<file path="src/rtl/jtag_multi_chain_if.sv">
// rtl/jtag_multi_chain_if.sv - TAP-side and user-side signal bundle for jtag_multi_chain
interface jtag_multi_chain_if #(
    parameter int NUM_CHAINS = 2,
    parameter int DR_WIDTH   = 32
);
    logic                           JTDI;
    logic                           JSHIFT;
    logic                           JUPDATE;
    logic [NUM_CHAINS-1:0]          JCE;
    logic [NUM_CHAINS-1:0]          JRTI;
    logic [NUM_CHAINS-1:0]          JTD;
    logic [NUM_CHAINS*DR_WIDTH-1:0] cap_data;
    logic [NUM_CHAINS*DR_WIDTH-1:0] upd_data;
    logic [NUM_CHAINS-1:0]          upd_valid;
    logic [NUM_CHAINS-1:0]          upd_err;
    logic [NUM_CHAINS-1:0]          rti_pulse;

    // TAP primitive / user logic side
    modport master (
        output JTDI, JSHIFT, JUPDATE, JCE, JRTI, cap_data,
        input  JTD, upd_data, upd_valid, upd_err, rti_pulse
    );

    // Chain block side
    modport slave (
        input  JTDI, JSHIFT, JUPDATE, JCE, JRTI, cap_data,
        output JTD, upd_data, upd_valid, upd_err, rti_pulse
    );
endinterface

</file>
<file path="src/rtl/jtag_multi_chain.sv">
// rtl/jtag_multi_chain.sv - multiple user data-register chains behind one TAP; optional JTAG_MULTI_CHAIN_PARITY_EN
module jtag_multi_chain #(
    parameter int NUM_CHAINS = 2,
    parameter int DR_WIDTH   = 32
) (
    input  logic              JTCK,
    input  logic              JRST,
    jtag_multi_chain_if.slave bus
);
    localparam int CW = $clog2(DR_WIDTH + 1) + 1;
    localparam logic [CW-1:0] CNT_MAX  = '1;
    localparam logic [CW-1:0] CNT_FULL = CW'(DR_WIDTH);

    typedef enum logic [1:0] {
        ST_IDLE     = 2'd0,
        ST_CAPTURED = 2'd1,
        ST_SHIFTING = 2'd2
    } state_t;

    state_t                         r_state [NUM_CHAINS];
    logic [DR_WIDTH-1:0]            r_shift [NUM_CHAINS];
    logic [CW-1:0]                  r_cnt   [NUM_CHAINS];
    logic [NUM_CHAINS*DR_WIDTH-1:0] r_upd_data;
    logic [NUM_CHAINS-1:0]          r_upd_valid;
    logic [NUM_CHAINS-1:0]          r_upd_err;
    logic [NUM_CHAINS-1:0]          r_rti_q;
    logic [NUM_CHAINS-1:0]          r_rti_pulse;

    logic [NUM_CHAINS-1:0]          w_sel;
    logic [NUM_CHAINS-1:0]          w_accept;
    logic [NUM_CHAINS-1:0]          w_jtd;

    // Lowest-index enabled chain wins; isolate its bit with x & -x
    assign w_sel = bus.JCE & (~bus.JCE + NUM_CHAINS'(1));

    // Per-chain update acceptance and serial output taken straight from the shift registers
    always_comb begin
        w_accept = '0;
        w_jtd    = '0;
        for (int i = 0; i < NUM_CHAINS; i++) begin
            w_jtd[i] = r_shift[i][0];
`ifdef JTAG_MULTI_CHAIN_PARITY_EN
            w_accept[i] = (r_cnt[i] == CNT_FULL) && !(^r_shift[i]);
`else
            w_accept[i] = (r_cnt[i] == CNT_FULL);
`endif
        end
    end

    // Chain state machines: capture, shift, and update/reject on Update-DR
    always_ff @(posedge JTCK or posedge JRST) begin
        if (JRST) begin
            for (int i = 0; i < NUM_CHAINS; i++) begin
                r_state[i] <= ST_IDLE;
                r_shift[i] <= '0;
                r_cnt[i]   <= '0;
            end
            r_upd_data  <= '0;
            r_upd_valid <= '0;
            r_upd_err   <= '0;
        end else begin
            r_upd_valid <= '0;
            r_upd_err   <= '0;
            for (int i = 0; i < NUM_CHAINS; i++) begin
                if (bus.JUPDATE) begin
                    r_state[i] <= ST_IDLE;
                    if (r_state[i] == ST_SHIFTING) begin
                        if (w_accept[i]) begin
                            r_upd_data[i*DR_WIDTH +: DR_WIDTH] <= r_shift[i];
                            r_upd_valid[i] <= 1'b1;
                        end else begin
                            r_upd_err[i] <= 1'b1;
                        end
                    end
                end else if (w_sel[i]) begin
                    if (!bus.JSHIFT) begin
                        if (r_state[i] == ST_IDLE) begin
                            r_state[i] <= ST_CAPTURED;
                            r_shift[i] <= bus.cap_data[i*DR_WIDTH +: DR_WIDTH];
                            r_cnt[i]   <= '0;
                        end
                    end else if (r_state[i] != ST_IDLE) begin
                        r_state[i] <= ST_SHIFTING;
                        r_shift[i] <= {bus.JTDI, r_shift[i][DR_WIDTH-1:1]};
                        if (r_cnt[i] != CNT_MAX) begin
                            r_cnt[i] <= r_cnt[i] + CW'(1);
                        end
                    end
                end
            end
        end
    end

    // Run-Test-Idle rising-edge detector
    always_ff @(posedge JTCK or posedge JRST) begin
        if (JRST) begin
            r_rti_q     <= '0;
            r_rti_pulse <= '0;
        end else begin
            r_rti_q     <= bus.JRTI;
            r_rti_pulse <= bus.JRTI & ~r_rti_q;
        end
    end

    assign bus.JTD       = w_jtd;
    assign bus.upd_data  = r_upd_data;
    assign bus.upd_valid = r_upd_valid;
    assign bus.upd_err   = r_upd_err;
    assign bus.rti_pulse = r_rti_pulse;
endmodule

</file>
<file path="src/flat_wrapper.sv">
// flat-port wrapper written by rule: the top's interface ports become plain ports
module jtag_multi_chain_flat 
#(
    parameter int NUM_CHAINS = 2,
    parameter int DR_WIDTH   = 32
)
  (JTCK, JRST, bus_JTDI, bus_JSHIFT, bus_JUPDATE, bus_JCE, bus_JRTI, bus_cap_data, bus_JTD, bus_upd_data, bus_upd_valid, bus_upd_err, bus_rti_pulse);
  jtag_multi_chain_if #(.NUM_CHAINS(NUM_CHAINS), .DR_WIDTH(DR_WIDTH)) bus_i ();
  input  logic JTCK;
  input  logic JRST;
  input wire logic [$bits(bus_i.JTDI)-1:0] bus_JTDI;
  input wire logic [$bits(bus_i.JSHIFT)-1:0] bus_JSHIFT;
  input wire logic [$bits(bus_i.JUPDATE)-1:0] bus_JUPDATE;
  input wire logic [$bits(bus_i.JCE)-1:0] bus_JCE;
  input wire logic [$bits(bus_i.JRTI)-1:0] bus_JRTI;
  input wire logic [$bits(bus_i.cap_data)-1:0] bus_cap_data;
  output wire logic [$bits(bus_i.JTD)-1:0] bus_JTD;
  output wire logic [$bits(bus_i.upd_data)-1:0] bus_upd_data;
  output wire logic [$bits(bus_i.upd_valid)-1:0] bus_upd_valid;
  output wire logic [$bits(bus_i.upd_err)-1:0] bus_upd_err;
  output wire logic [$bits(bus_i.rti_pulse)-1:0] bus_rti_pulse;
  assign bus_i.JTDI = bus_JTDI;
  assign bus_i.JSHIFT = bus_JSHIFT;
  assign bus_i.JUPDATE = bus_JUPDATE;
  assign bus_i.JCE = bus_JCE;
  assign bus_i.JRTI = bus_JRTI;
  assign bus_i.cap_data = bus_cap_data;
  assign bus_JTD = bus_i.JTD;
  assign bus_upd_data = bus_i.upd_data;
  assign bus_upd_valid = bus_i.upd_valid;
  assign bus_upd_err = bus_i.upd_err;
  assign bus_rti_pulse = bus_i.rti_pulse;
  jtag_multi_chain #(.NUM_CHAINS(NUM_CHAINS), .DR_WIDTH(DR_WIDTH)) u_core (.JTCK(JTCK), .JRST(JRST), .bus(bus_i));
endmodule
</file>
<file path="config.mk">
export PLATFORM = sky130hd
export DESIGN_NAME = jtag_multi_chain_flat
export DESIGN_NICKNAME = d
export VERILOG_FILES = /design/src/rtl/jtag_multi_chain_if.sv /design/src/rtl/jtag_multi_chain.sv /design/src/flat_wrapper.sv
export SDC_FILE = /design/constraint.sdc
export NUM_CORES = 1
export LEC_CHECK = 0
export BUFFER_PORTS_ARGS = -buffer_cell sky130_fd_sc_hd__clkbuf_2
export CORE_UTILIZATION = 55
export DETAILED_ROUTE_END_ITERATION = 8
export GPL_ROUTABILITY_DRIVEN = 0
export PLACE_DENSITY = 0.8
export SLEW_MARGIN = 30
export SYNTH_ARGS = -nofsm -noshare
export SYNTH_HDL_FRONTEND = slang
export SYNTH_SLANG_ARGS = --single-unit
</file>
<file path="constraint.sdc">
create_clock -name JTCK -period 5.7 [get_ports JTCK]
set_input_delay 0 -clock JTCK [delete_from_list [all_inputs] [get_ports JTCK]]
set_output_delay 0 -clock JTCK [all_outputs]
set_load 0.1 [all_outputs]
</file>
### Word level (Yosys, flattened, before mapping)

Index checks and enable logic that the tools add are counted.

* register bits after elaboration: 154
* output and inout port bits: 72

* add/subtract/negate cells: 3
* equality and inequality tests: 12
* multiplexer cells: 36
* bitwise logic cells: 5
* reduce and logical (&&, ||, !) cells: 18

Operators by type and width (count)
* $mux W32: 6
* $mux W7: 8
* $mux W2: 10
* $add A7 B1 Y7 const B: 2
* $eq A7 B6 Y1 const B: 2
* $ne A7 B7 Y1 const B: 2
* $mux W1: 12
* $reduce_and A3 Y1: 4
* $reduce_bool A2 Y1: 6
* $reduce_and A5 Y1: 2
* $ne A2 B1 Y1 const B: 4
* $reduce_and A4 Y1: 2
* $ne A3 B1 Y1 const B: 2
* $reduce_bool A3 Y1: 2
* $and A2 B2 Y2: 2
* $eq A2 B2 Y1 const B: 2
* $logic_not A2 Y1: 2
* $not A2 Y2: 2
* $add A2 B1 Y2 const B: 1
* $not A1 Y1: 1

### Longest topological paths before layout

Gate-level depths: netlist of the first run.

* depth in word-level cells: 5
* mapped depth: 9
* depth with buffers taken out: 7

### Worst setup path before layout of the first run

Ideal clock, no wire load.

* kind: register to register
* start point: reg u_core.r_state[2] in the netlist's numbering
* end point: reg u_core.r_cnt[13] in the netlist's numbering
* setup time: 0.077 ns
* arrival time: 1.841 ns
* required time: 5.623 ns
* slack: 3.782 ns
* cell stages (with the launch flop): 8
* buffers on the path: 1
* period minus slack after synthesis: 1.918 ns
* path through: dfrtp_1 -> or2_2 -> ha_1 -> or4b_1 -> clkbuf_1 -> nor3_1 -> nor2_1 -> a21oi_1

* word-level cells in the longest chain between the ends: 3

Ends and longest elaborated chain
* start, declared: RTL line jtag_multi_chain.sv:20 `state_t r_state [NUM_CHAINS];`
* start signal, assigned by index: RTL line jtag_multi_chain.sv:54 `r_state[i] <= ST_IDLE;`
* start signal, assigned by index: RTL line jtag_multi_chain.sv:66 `r_state[i] <= ST_IDLE;`
* start signal, assigned by index: RTL line jtag_multi_chain.sv:78 `r_state[i] <= ST_CAPTURED;`
* $reduce_bool A2 Y1 / $logic_not A2 Y1 (equally long branches): RTL line jtag_multi_chain.sv:82, jtag_multi_chain.sv:77
* $ne A2 B1 Y1 (no line) / $reduce_bool A2 Y1 (equally long branches)
* $reduce_and A5 Y1 (no line) (*)
* end signal, assigned by index: RTL line jtag_multi_chain.sv:86 `r_cnt[i] <= r_cnt[i] + CW'(1);`
* end, declared: RTL line jtag_multi_chain.sv:22 `logic [CW-1:0] r_cnt [NUM_CHAINS];`

Every way passes the cells marked *; elsewhere a longest branch is shown, timed or not.
A chain may end at the register's enable or synchronous reset.

### Worst setup path in the final report of the first run

* start point: in bus_JSHIFT
* end point: reg u_core.r_cnt[4] in the netlist's numbering

* word-level cells in the longest chain between the ends: 2

Ends and longest elaborated chain
* start, declared: RTL line flat_wrapper.sv:12 `input wire logic [$bits(bus_i.JSHIFT)-1:0] bus_JSHIFT;`
* $ne A2 B1 Y1 (no line) / $reduce_bool A2 Y1 (equally long branches)
* $reduce_and A5 Y1 (no line)

Parallel ways exist; a longest one is shown, timed or not.

==> results.md, run 1 <==
- Peak fanout along the critical path: between 60 and 70
- Post-synth EDFFs: 0
- Die Width: 114 µm
- Final Setup Violations: 0
- Post-route ant nets: 0
- RR Startpoint: u_core.r_cnt[0]$_DFFE_PP0P_
- R2R setup slack: 3570 ps
- Lkg Pwr: between 4 and 5 nW
- Std cell rows: 40
- Final Max Tran Viols: 0
- Slew headroom: 0.465
- Most frequent CP cell: buf_4
- CP Data Arrival Time: 2500 ps
- Antenna Cells: 0
- Hold Crit Depth: 3
- Fin. Hold Viols: 0
- Startpoint Class: primary input
- Worst Tran Pin Value: between 700 and 800 ps
- Ys flop type: dfrtp_1
- Core Box Area: approximately 12000 µm²
- CP bufs+invs: 3
- Multi-input combinational cell area: between 2000 and 3000 µm²
- Pwr per Cell Area: between 300 and 400 nW/µm²
- Final Hold Slack: around 47 ps
- Synth cell types: 45
- Clock slew at reported path FFs: roughly 60 ps
- HP Start: bus_JCE[1]
- DRC: 0
- Seq cells post-synth: between 150 and 200
- R2r endpoint: u_core.bus.upd_data[57]$_DFFE_PP0P_
- Max-cap violations: 0
- WL/cell: 16.3 µm
- Register area: between 3000 and 4000 µm²
- Achievable frequency: ~460 MHz
- Vias in the first global route: around 5400
- CP Depth: 7
- Via/cell ratio: between 5 and 6
- First-pass GRT wire length: roughly 26000 µm
- Initial DRC count: between 300 and 400
- CTS Root Cell: clkbuf_16
- Die ar.: 13000 µm²
- Most instantiated library cell after synthesis: dfrtp_1
- Final period util: 0.378
- Worst reg-to-reg path cell count: 6
- Yosys top cell by area: dfrtp_1
- TritonCTS buffer count: 17
- Critical path, cell by cell: buf_4 -> buf_4 -> o21ai_0 -> a21oi_4 -> buf_4 -> a41oi_1 -> a21oi_1
- Required time worst endpoint: 6040 ps
- Outcome: complete, no violations
- Slowest stage delay, CP: 650 ps
- Setup tns final: 0 ps
- Syn Nets: approximately 650
- Worst-Skew Late Latency: 420 ps
- Layout net count: about 850
- Fillers: 800
- Total number of vias: a little over 5000
- Asr flop ratio synth: 1.00
- Io pins: 145
- Cell Area, Synth: between 6000 and 7000 µm²
- Largest cells by area after synthesis: dfrtp_1 56%, mux2i_1 9.6%, mux2_4 6.3%
- Initial core utilization: 0.568
- Share of cells above drive strength 1: 0.319
- Sequential fraction of the synthesis area: 0.560
- Hold/Removal Path Class: primary input to flop
- Crit path kind: primary input to flop
- CP Capture Type: flop
- Final WL: about 16000 µm
- Critical-path top delay cell: buf_4
- Total global routing overflow: 0
- RSZ-0062 raised after global routing: false
- Total GRT Usage: 0.256
- Die H: between 100 and 150 µm
- Longest Clk Path Bufs: 2
- VDD IR max: between 0.0002 and 0.00025 V
- Top cell type's share of synthesized area: 0.560
- TritonRoute pass-1 iters: 5
- CTS sink count: around 150
- Yosys warning total: 0
- Initial antenna violation count: 0
- Layout area overhead: 30.6%
- Crit path from: bus_JSHIFT
- CTS tree: built
- H-tree levels: 4
- Largest net degree at the start of global routing: 89
- IO Port Bufs: ~140
- Average cell area after synthesis: about 12 µm²
- DPL Wire Length: between 9000 and 10000 µm
- Min Tclk post-route: around 2200 ps
- Post-synth top cells: 154 x dfrtp_1, 66 x mux2i_1, 47 x a21oi_1, 47 x nand2_1, 43 x nor2_1
- Worst-case clock skew: about 6.0 ps
- Cells after synthesis: ~570
- Hold EP: u_core.r_state[0]$_DFFE_PP0P_
- Top delay family on crit path: buffers and inverters
==> layer usage <==
metal  track usage  vias up  part of all wire
met5             0        -                 0
met4         0.111        0             0.021
li1              -     2420                 -
met3        0.0648       28             0.056
met1         0.302     2526              0.41
met2         0.445      175              0.51
==> stage by stage <==
step                setup WS, ps  total power [mW]  cell area, µm²  cells   util
floorplan                   1550              1.70            6880    572      -
global placement            3230              1.78            7620    852  0.630
detailed placement          3130              1.81            7630    852  0.630
CTS                         3570              3.06            8990    954  0.742
global route                3380              3.19            8990    954  0.742
finish                      3550              3.06            8990    954  0.742
==> registers in the layout, summed over array words and instances, names as in the netlist <==
name	flops
u_core.r_rti_q	2
u_core.bus.upd_err	2
u_core.bus.JTD	2
u_core.r_state	4
u_core.bus.upd_data	64
u_core.bus.upd_valid	2
u_core.r_cnt	14
u_core.r_shift	62
u_core.bus.rti_pulse	2
==> how the worst max path moves through the flow <==
stage / end / slack [ps]
floorplan: u_core.bus.JTD[0]$_DFFE_PP0P_ / 1550
global placement: u_core.r_cnt[4]$_DFFE_PP0P_ / 3230
detailed placement: u_core.r_cnt[4]$_DFFE_PP0P_ / 3130
CTS: u_core.bus.upd_data[57]$_DFFE_PP0P_ / 3570
global route: u_core.r_shift[13]$_DFFE_PP0P_ / 3380
finish: u_core.r_cnt[4]$_DFFE_PP0P_ / 3550
==> placed cells by master (no fill, tap or decap), types with 2 or more instances in the layout <==
| master | synthesis | routed |
|---|---|---|
| nand3_1 | 7 | 7 |
| nand2_1 | 47 | 47 |
| a211o_1 | 2 | 2 |
| ha_1 | 6 | 6 |
| bufinv_16 | 0 | 4 |
| buf_4 | 2 | 5 |
| nor2_1 | 43 | 43 |
| clkbuf_16 | 0 | 17 |
| a211oi_1 | 2 | 2 |
| inv_1 | 12 | 11 |
| clkinv_2 | 0 | 2 |
| clkbuf_2 | 0 | 143 |
| mux2_4 | 29 | 29 |
| o221ai_1 | 4 | 4 |
| nand4_1 | 3 | 3 |
| a41oi_1 | 2 | 2 |
| clkbuf_8 | 0 | 5 |
| nor3_1 | 9 | 9 |
| mux2_2 | 35 | 35 |
| o22ai_1 | 2 | 2 |
| dlygate4sd3_1 | 0 | 72 |
| nor2b_1 | 3 | 3 |
| a21oi_1 | 47 | 47 |
| or2_2 | 2 | 2 |
| nand4bb_1 | 2 | 2 |
| mux2i_1 | 66 | 66 |
| dfrtp_1 | 154 | 154 |
| o21ai_0 | 39 | 39 |
| a31oi_1 | 2 | 2 |
==> kinds of logic (layout without fill, tap and decap cells) <==
kind of cell | after synthesis | count (layout) | share of synthesized area
and+or+nand+nor | 126 | 126 | 0.0842
AOI/OAI and AO/OA | 107 | 107 | 0.0880
adders and majority gates | 6 | 6 | 0.0109
buffers and inverters | 49 | 263 | 0.0407
muxes | 130 | 130 | 0.216
DFF | 154 | 154 | 0.560
==> repair_timing <==
action / 4_1_cts / 5_1_grt
resized for setup: 0 / 0
setup buffers: 0 / 0
endpoints found under the hold margin: 140 / 0
endpoints found under the setup margin: 0 / 0
hold buffers: 72 / 0
==> power by group <==
group | internal, mW | switching [mW] | leakage, nW | total [mW]
clock network | 0.785 | 0.417 | 0.311 | 1.20
registers | 1.25 | 0.146 | 2.00 | 1.40
logic | 0.191 | 0.264 | 2.31 | 0.455
total | 2.23 | 0.827 | 4.62 | 3.06
==> worst reg2reg max path, delay by kind of cell, from the launching register on <==
| kind | cells | cell delay (ps) |
|---|---|---|
| mux | 1 | 430 |
| flops | 1 | 430 |
| buf+inv | 1 | 110 |
| simple gates | 3 | 910 |
| fa+ha+maj | 1 | 150 |
==> area by class of cell <==
type                            instances  area share
Inverter                               12     0.00557
Multi-Input combinational cell        369       0.306
Tap cell                              168      0.0234
Clock inverter                          7      0.0153
Clock buffer                           23      0.0554
Sequential cell                       154       0.429
Timing Repair Buffer                  221       0.165
No activity file was read; power rests on OpenSTA's default activity.
==> run 2, diff against run 1 <==
==> constraint.sdc (replaced) <==
create_clock -name JTCK -period 2.02 [get_ports JTCK]
set_input_delay 0 -clock JTCK [delete_from_list [all_inputs] [get_ports JTCK]]
set_output_delay 0 -clock JTCK [all_outputs]
set_load 0.1 [all_outputs]
==> run 2 against run 1 <==
Compared with the run above:
- combinational power grew to 3.1 times the previous value
- critical endpoint is now u_core.r_cnt[7]$_DFFE_PP0P_
- critical path depth fell by 1
- largest cell class unchanged
- clock skew up 4.3 ps
- via count is 3.1% higher
- global-route usage up 1.6 points
- total power rose to 2.8 times the previous value
- non-clock buffer count up 17
- final cell count is 1.9% higher
- flip-flop and latch count unchanged
==> results.md, run 2 (synthesized netlist as in run 1, its figures left out) <==
- Std cell rows: 40 (unchanged)
- Post-layout util: 0.761 (+0.0189)
- WL/cell: 17.1 µm (+5.1%)
- Max-cap violations: 0 (unchanged)
- Die Width: 114 µm (unchanged)
- TritonCTS buffer count: 17 (unchanged)
- Longest Clk Path Bufs: 2 (unchanged)
- Die ar.: 13000 µm² (unchanged)
- Most common cell after layout, fill and taps aside: dfrtp_1
- Worst Tran Pin Value: 818 ps (+26.1 ps)
- Via/cell ratio: 5.46 (+1.2%)
- Initial antenna violation count: 0 (unchanged)
- Non-Filler Instances: 972 (+1.9%)
- H-tree levels: 4 (unchanged)
- Layout area overhead: 33.9%
- Total global routing overflow: 0 (unchanged)
- Post-route ant nets: 0 (unchanged)
- Largest net degree at the start of global routing: 65 (-27%)
- Initial DRC count: 401 (+17%)
- Antenna Cells: 0 (unchanged)
- TritonRoute pass-1 iters: 4 (-1)
- DRC: 0 (unchanged)
- Worst-case clock skew: 10.4 ps (+4.35 ps)
- Final WL: 16600 µm (+7.1%)
- Peak fanout along the critical path: 9 (-86%)
- Placed instance area: 7860 µm² (+3.0%)
- Lkg Pwr: 4.72 nW (+2.3%)
- CTS tree: built
- Clock slew at reported path FFs: 60 ps (about the same)
- Startpoint Class: flop
- Required time worst endpoint: 2360 ps (-3680 ps)
- Core Box Area: 12100 µm² (unchanged)
- Outcome: complete, no violations
- CTS Root Cell: clkbuf_16
- IO Port Bufs: 144 (unchanged)
- Final period util: 0.955
- Max FFs per register: 64 (unchanged)
- Fillers: 759 (-5.1%)
- Fin. Hold Viols: 0 (unchanged)
- First-pass GRT wire length: 27000 µm (+5.4%)
- DPL Wire Length: 9880 µm (+8.2%)
- Crit path kind: flop to flop
- Final Setup Violations: 0 (unchanged)
- CP Capture Type: flop
- Total number of vias: 5308 (+3.1%)
- Pwr per Cell Area: 927 nW/µm² (+170%)
- Die H: 114 µm (unchanged)
- Placed instance count: 867 (+1.8%)
- Io pins: 145 (unchanged)
- RSZ-0062 raised after global routing: true
- CTS sink count: 154 (unchanged)
- CP Data Arrival Time: 2270 ps (-230 ps)
- Final instance area: 9220 µm² (+2.5%)
- Min Tclk post-route: approximately 1900 ps
- Share of cells above drive strength 1: 0.335 (+0.0152)
- Slew headroom: 0.454 (-0.0111)
- Total power: 8.54 mW (+180%)
- Final Max Tran Viols: 0 (unchanged)
- Worst-Skew Late Latency: 430 ps (about the same)
- Hold/Removal Path Class: primary input to flop
- Layout net count: 871 (+2.0%)
- Initial core utilization: 0.568 (unchanged)
- Vias in the first global route: 5557 (+3.6%)
- Most frequent cells in the layout: 154 x dfrtp_1, 142 x clkbuf_2, 74 x dlygate4sd3_1
- Achievable frequency: between 500 and 600 MHz
- Total GRT Usage: 0.272 (+0.0163)
- VDD IR max: 0.000608 V (+200%)
==> run 2: changes by cell type in the layout (fill, tap and decap cells not counted), moves of 2 or more <==
| cell | previous run | this run |
|---|---|---|
| nor3_2 | 1 | 3 |
| buf_12 | 0 | 10 |
| buf_4 | 5 | 11 |
| clkbuf_8 | 5 | 1 |
| clkinvlp_4 | 1 | 4 |
| nor3_1 | 9 | 7 |
| dlygate4sd3_1 | 72 | 74 |
==> run 2: report_power, final <==
group	switching (mW)	internal (mW)
logic	0.799	0.608
clock network	1.25	1.96
registers	0.384	3.53
total	2.43	6.11
==> run 2: path summary, 6_finish.rpt <==
check                                                   start                                   to  slack [ps]  depth (start not counted)
worst max-delay path            u_core.r_state[2]$_DFFE_PP0P_          u_core.r_cnt[7]$_DFFE_PP0P_          90                          6
worst min-delay path                               bus_JCE[1]          u_core.r_cnt[5]$_DFFE_PP0P_          20                          3
worst max register to register  u_core.r_state[2]$_DFFE_PP0P_          u_core.r_cnt[7]$_DFFE_PP0P_          90                          6
worst min register to register    u_core.r_rti_q[0]$_DFF_PP0_    u_core.bus.rti_pulse[0]$_DFF_PP0_         390                          1
max in group asynchronous                                JRST  u_core.bus.upd_data[32]$_DFFE_PP0P_        1120                          4
min in group asynchronous                                JRST          u_core.r_cnt[8]$_DFFE_PP0P_         270                          3
==> run 2: critical path, stage by stage, from the launching register on <==
cell and delay [ps]:
dfrtp_1 370, or2_2 310, ha_1 210, or4b_4 570, nor2_1 140, mux2i_1 90, o22ai_1 160
==> run 2: layout make-up <==
| type | instances | area [µm²] | share of cell area |
|---|---|---|---|
| Multi-Input combinational cell | 369 | 2770 | 0.301 |
| Tap cell | 168 | 210 | 0.0228 |
| Timing Repair Buffer | 238 | 1740 | 0.189 |
| Clock inverter | 11 | 145 | 0.0157 |
| Inverter | 12 | 48.8 | 0.00529 |
| Sequential cell | 154 | 3850 | 0.418 |
| Clock buffer | 20 | 447 | 0.0485 |
==> run 2: routing by layer <==
metal  vias to the layer above  track usage  routed length, µm
met5                         -            0                  0
li1                       2460            -                  -
met4                         0        0.114                461
met1                      2623        0.307               6560
met2                       181        0.484               8740
met3                        44       0.0781                884
==> run 2: repair_timing <==
action / 4_1_cts / 5_1_grt
setup endpoints to repair: 20 / 3
pin swaps: 0 / 1
endpoints found under the hold margin: 102 / 0
gates resized for setup: 2 / 4
buffers inserted: 0 / 0
hold buffers: 74 / 0
==> run 2: through the flow <==
stage               setup TNS, ps  hold slack (ps)  setup slack (ps)
global placement                0              120              51.9
finish                          0             21.7              90.6
floorplan                       0             31.4              75.1
detailed placement          -61.2              125             -26.6
global route                -5.06             37.3             -5.06
CTS                             0             58.3              48.8
==> run 3, diff against run 2 <==
--- a/config.mk
+++ b/config.mk
@@ -6,6 +6,7 @@
 export NUM_CORES = 1
 export LEC_CHECK = 0
 export BUFFER_PORTS_ARGS = -buffer_cell sky130_fd_sc_hd__clkbuf_2
+export CORE_ASPECT_RATIO = 0.5
 export CORE_UTILIZATION = 55
 export DETAILED_ROUTE_END_ITERATION = 8
 export GPL_ROUTABILITY_DRIVEN = 0
==> run 3 against run 2 <==
Compared with the run above:
- hold slack improved by 4.9 ps
- die area rose by 0.22%
- combinational power about the same
- first-iteration DRC count decreased by 19%
- total power down 2.5%
- via count shrank 2.2%
- clock skew about the same
- final cell count rose by 0.10%
- critical path depth grew 1
- final area fell by 0.30%
- routed wire length down 2.7%
- utilization rose by 0.37 points
- critical endpoint is now u_core.bus.upd_data[37]$_DFFE_PP0P_
- largest cell class unchanged
==> results.md, run 3 (synthesized netlist as in run 1, its figures left out) <==
- Peak fanout along the critical path: 8 (-1)
- Non-Filler Instances: 973 (+0.10%)
- Crit path from: u_core.r_cnt[1]$_DFFE_PP0P_
- Wire length on met3: 720 µm (-19%)
- Worst setup path end: u_core.bus.upd_data[37]$_DFFE_PP0P_
- Max FFs per register: 64 (unchanged)
- Initial antenna violation count: 0 (unchanged)
- TritonRoute pass-1 iters: 5 (+1)
- TritonCTS buffer count: 17 (unchanged)
- Largest net degree at the start of global routing: 155 (+140%)
- DPL Wire Length: 9460 µm (-4.2%)
- Fin. Hold Viols: 0 (unchanged)
- Std cell rows: 28 (-30%)
- Longest Clk Path Bufs: 2 (unchanged)
- Layout net count: 873 (+0.23%)
- Achievable frequency: 501 MHz (-3.4%)
- Worst-case clock skew: 9.86 ps (-0.494 ps)
- Met1 wire length: 6900 µm (+5.1%)
- Pwr per Cell Area: 906 nW/µm² (-2.2%)
- IO Port Bufs: 144 (unchanged)
- Fillers: 765 (+0.79%)
- CP Data Arrival Time: 2290 ps (+20 ps)
- Placed instance area: 7780 µm² (-1.0%)
- Die ar.: 13000 µm² (+0.22%)
- Total global routing overflow: 0 (unchanged)
- Post-route ant nets: 0 (unchanged)
- Vias in the first global route: 5151 (-7.3%)
- Worst Tran Pin Value: 801 ps (-16.7 ps)
- Lkg Pwr: 4.72 nW (-0.12%)
- Uppermost layer routed: met4
- Initial DRC count: 326 (-19%)
- H-tree levels: 4 (unchanged)
- Most frequent cells in the layout: 154 x dfrtp_1, 143 x clkbuf_2, 72 x dlygate4sd3_1
- Final period util: 0.988 (+0.0333)
- Setup slack after layout: 23.4 ps (-67.2 ps)
- CTS tree: built
- RR Startpoint: u_core.r_cnt[1]$_DFFE_PP0P_
- CTS sink count: 154 (unchanged)
- Hold/Removal Path Class: primary input to flop
- Via/cell ratio: 5.33 (-2.3%)
- Final Hold Slack: 26.6 ps (+4.90 ps)
- Worst-Skew Late Latency: 420 ps (about the same)
- Register area: 3850 µm² (unchanged)
- Die Width: 160 µm (+41%)
- R2R setup slack: 20 ps (-70 ps)
- Required time worst endpoint: 2310 ps (-50 ps)
- Total number of vias: 5190 (-2.2%)
- Initial core utilization: 0.573 (+0.00450)
- Worst slack, placed: -33.5 ps (-6.86 ps)
- Outcome: complete, no violations
- Max-cap violations: 0 (unchanged)
- Min Tclk post-route: 2000 ps (+67.2 ps)
- CP Capture Type: flop
- Total GRT Usage: 0.250 (-0.0219)
- WL/cell: 16.6 µm (-2.8%)
- Final WL: 16200 µm (-2.7%)
- Placed instance count: 862 (-0.58%)
- Final instance area: 9190 µm² (-0.30%)
- Final Setup Violations: 0 (unchanged)
- First-pass GRT wire length: 25300 µm (-6.2%)
- Routed wl met2: 8350 µm (-4.5%)
- DRC: 0 (unchanged)
- Slew headroom: 0.466 (+0.0123)
- Total power: 8.32 mW (-2.5%)
- Clock slew at reported path FFs: 60 ps (about the same)
- Worst reg-to-reg path cell count: 7 (+1)
- Core Box Area: 12000 µm² (-0.79%)
- Most common cell after layout, fill and taps aside: dfrtp_1
- Die H: 81.1 µm (-29%)
- Layout area overhead: 33.5%
- Startpoint Class: flop
- Final Max Tran Viols: 0 (unchanged)
- Multi-input combinational cell area: 2780 µm² (+0.36%)
- Share of cells above drive strength 1: 0.344 (+0.00991)
- CTS Root Cell: clkbuf_16
- R2r endpoint: u_core.bus.upd_data[37]$_DFFE_PP0P_
- VDD IR max: 0.000523 V (-14%)
- RSZ-0062 raised after global routing: true
- Crit path kind: flop to flop
- Io pins: 145 (unchanged)
## run 3: cell count changes in the layout (fill, tap and decap cells not counted), sizes merged
| cell | previous run | this run |
|---|---|---|
| clkinvlp | 4 | 3 |
| clkinv | 4 | 6 |
| bufinv | 3 | 0 |
| diode | 0 | 1 |
| dlygate4sd3 | 74 | 72 |
| buf | 22 | 23 |
| inv | 12 | 16 |
| clkbuf | 162 | 164 |
## run 3: per-stage QoR
step	utilization	TNS (ps)
after floorplan	-	0
after global placement	0.647	0
after detailed placement	0.647	-781
after CTS	0.757	-20.2
after global routing	0.764	-625
final	0.765	0
## run 3: power by group
| part | switching (mW) | internal, mW | total (mW) |
|---|---|---|---|
| clock network | 1.36 | 1.64 | 3.00 |
| registers | 0.386 | 3.53 | 3.92 |
| logic | 0.790 | 0.620 | 1.41 |
## run 3: worst min path at each step
stage                start  slack, ps  depth (start not counted)                       endpoint
2_1_floorplan  bus_JRTI[0]         30                          0    u_core.r_rti_q[0]$_DFF_PP0_
3_3_place_gp   bus_JRTI[0]        120                          1    u_core.r_rti_q[0]$_DFF_PP0_
3_5_place_dp   bus_JRTI[0]        130                          1    u_core.r_rti_q[0]$_DFF_PP0_
4_1_cts         bus_JCE[1]         10                          3  u_core.r_state[0]$_DFFE_PP0P_
5_1_grt         bus_JCE[1]         80                          3  u_core.r_state[0]$_DFFE_PP0P_
6_report        bus_JCE[1]         30                          3  u_core.r_state[0]$_DFFE_PP0P_
## run 3: metal layers
metal	GRT usage	up-vias
met3	0.0475	20
met1	0.307	2554
li1	-	2465
met2	0.456	151
met4	0.0810	0
met5	0	-
## run 3: final cells by class
type                       instances  share of cell area
multi-input combinational        369               0.303
inverter                          12             0.00531
tap                              165              0.0225
clock inverter                    13              0.0120
sequential                       154               0.419
timing repair buffer             240               0.190
clock buffer                      19              0.0482
antenna                            1            0.000272
## run 3: worst max-delay path: stages (launching register included)
cell and delay, ps:
dfrtp_1 400, inv_2 80, ha_4 120, nand4bb_1 130
nor3_2 160, or3b_4 480, clkbuf_16 210, mux2_4 290
## run 3: what timing repair did
item	in CTS	in global routing
hold buffers	72	0
cloned	1	2
setup buffers	1	2
pin swaps	1	1
hold endpoints to repair	227	0
resized for setup	2	8
endpoints found under the setup margin	34	37
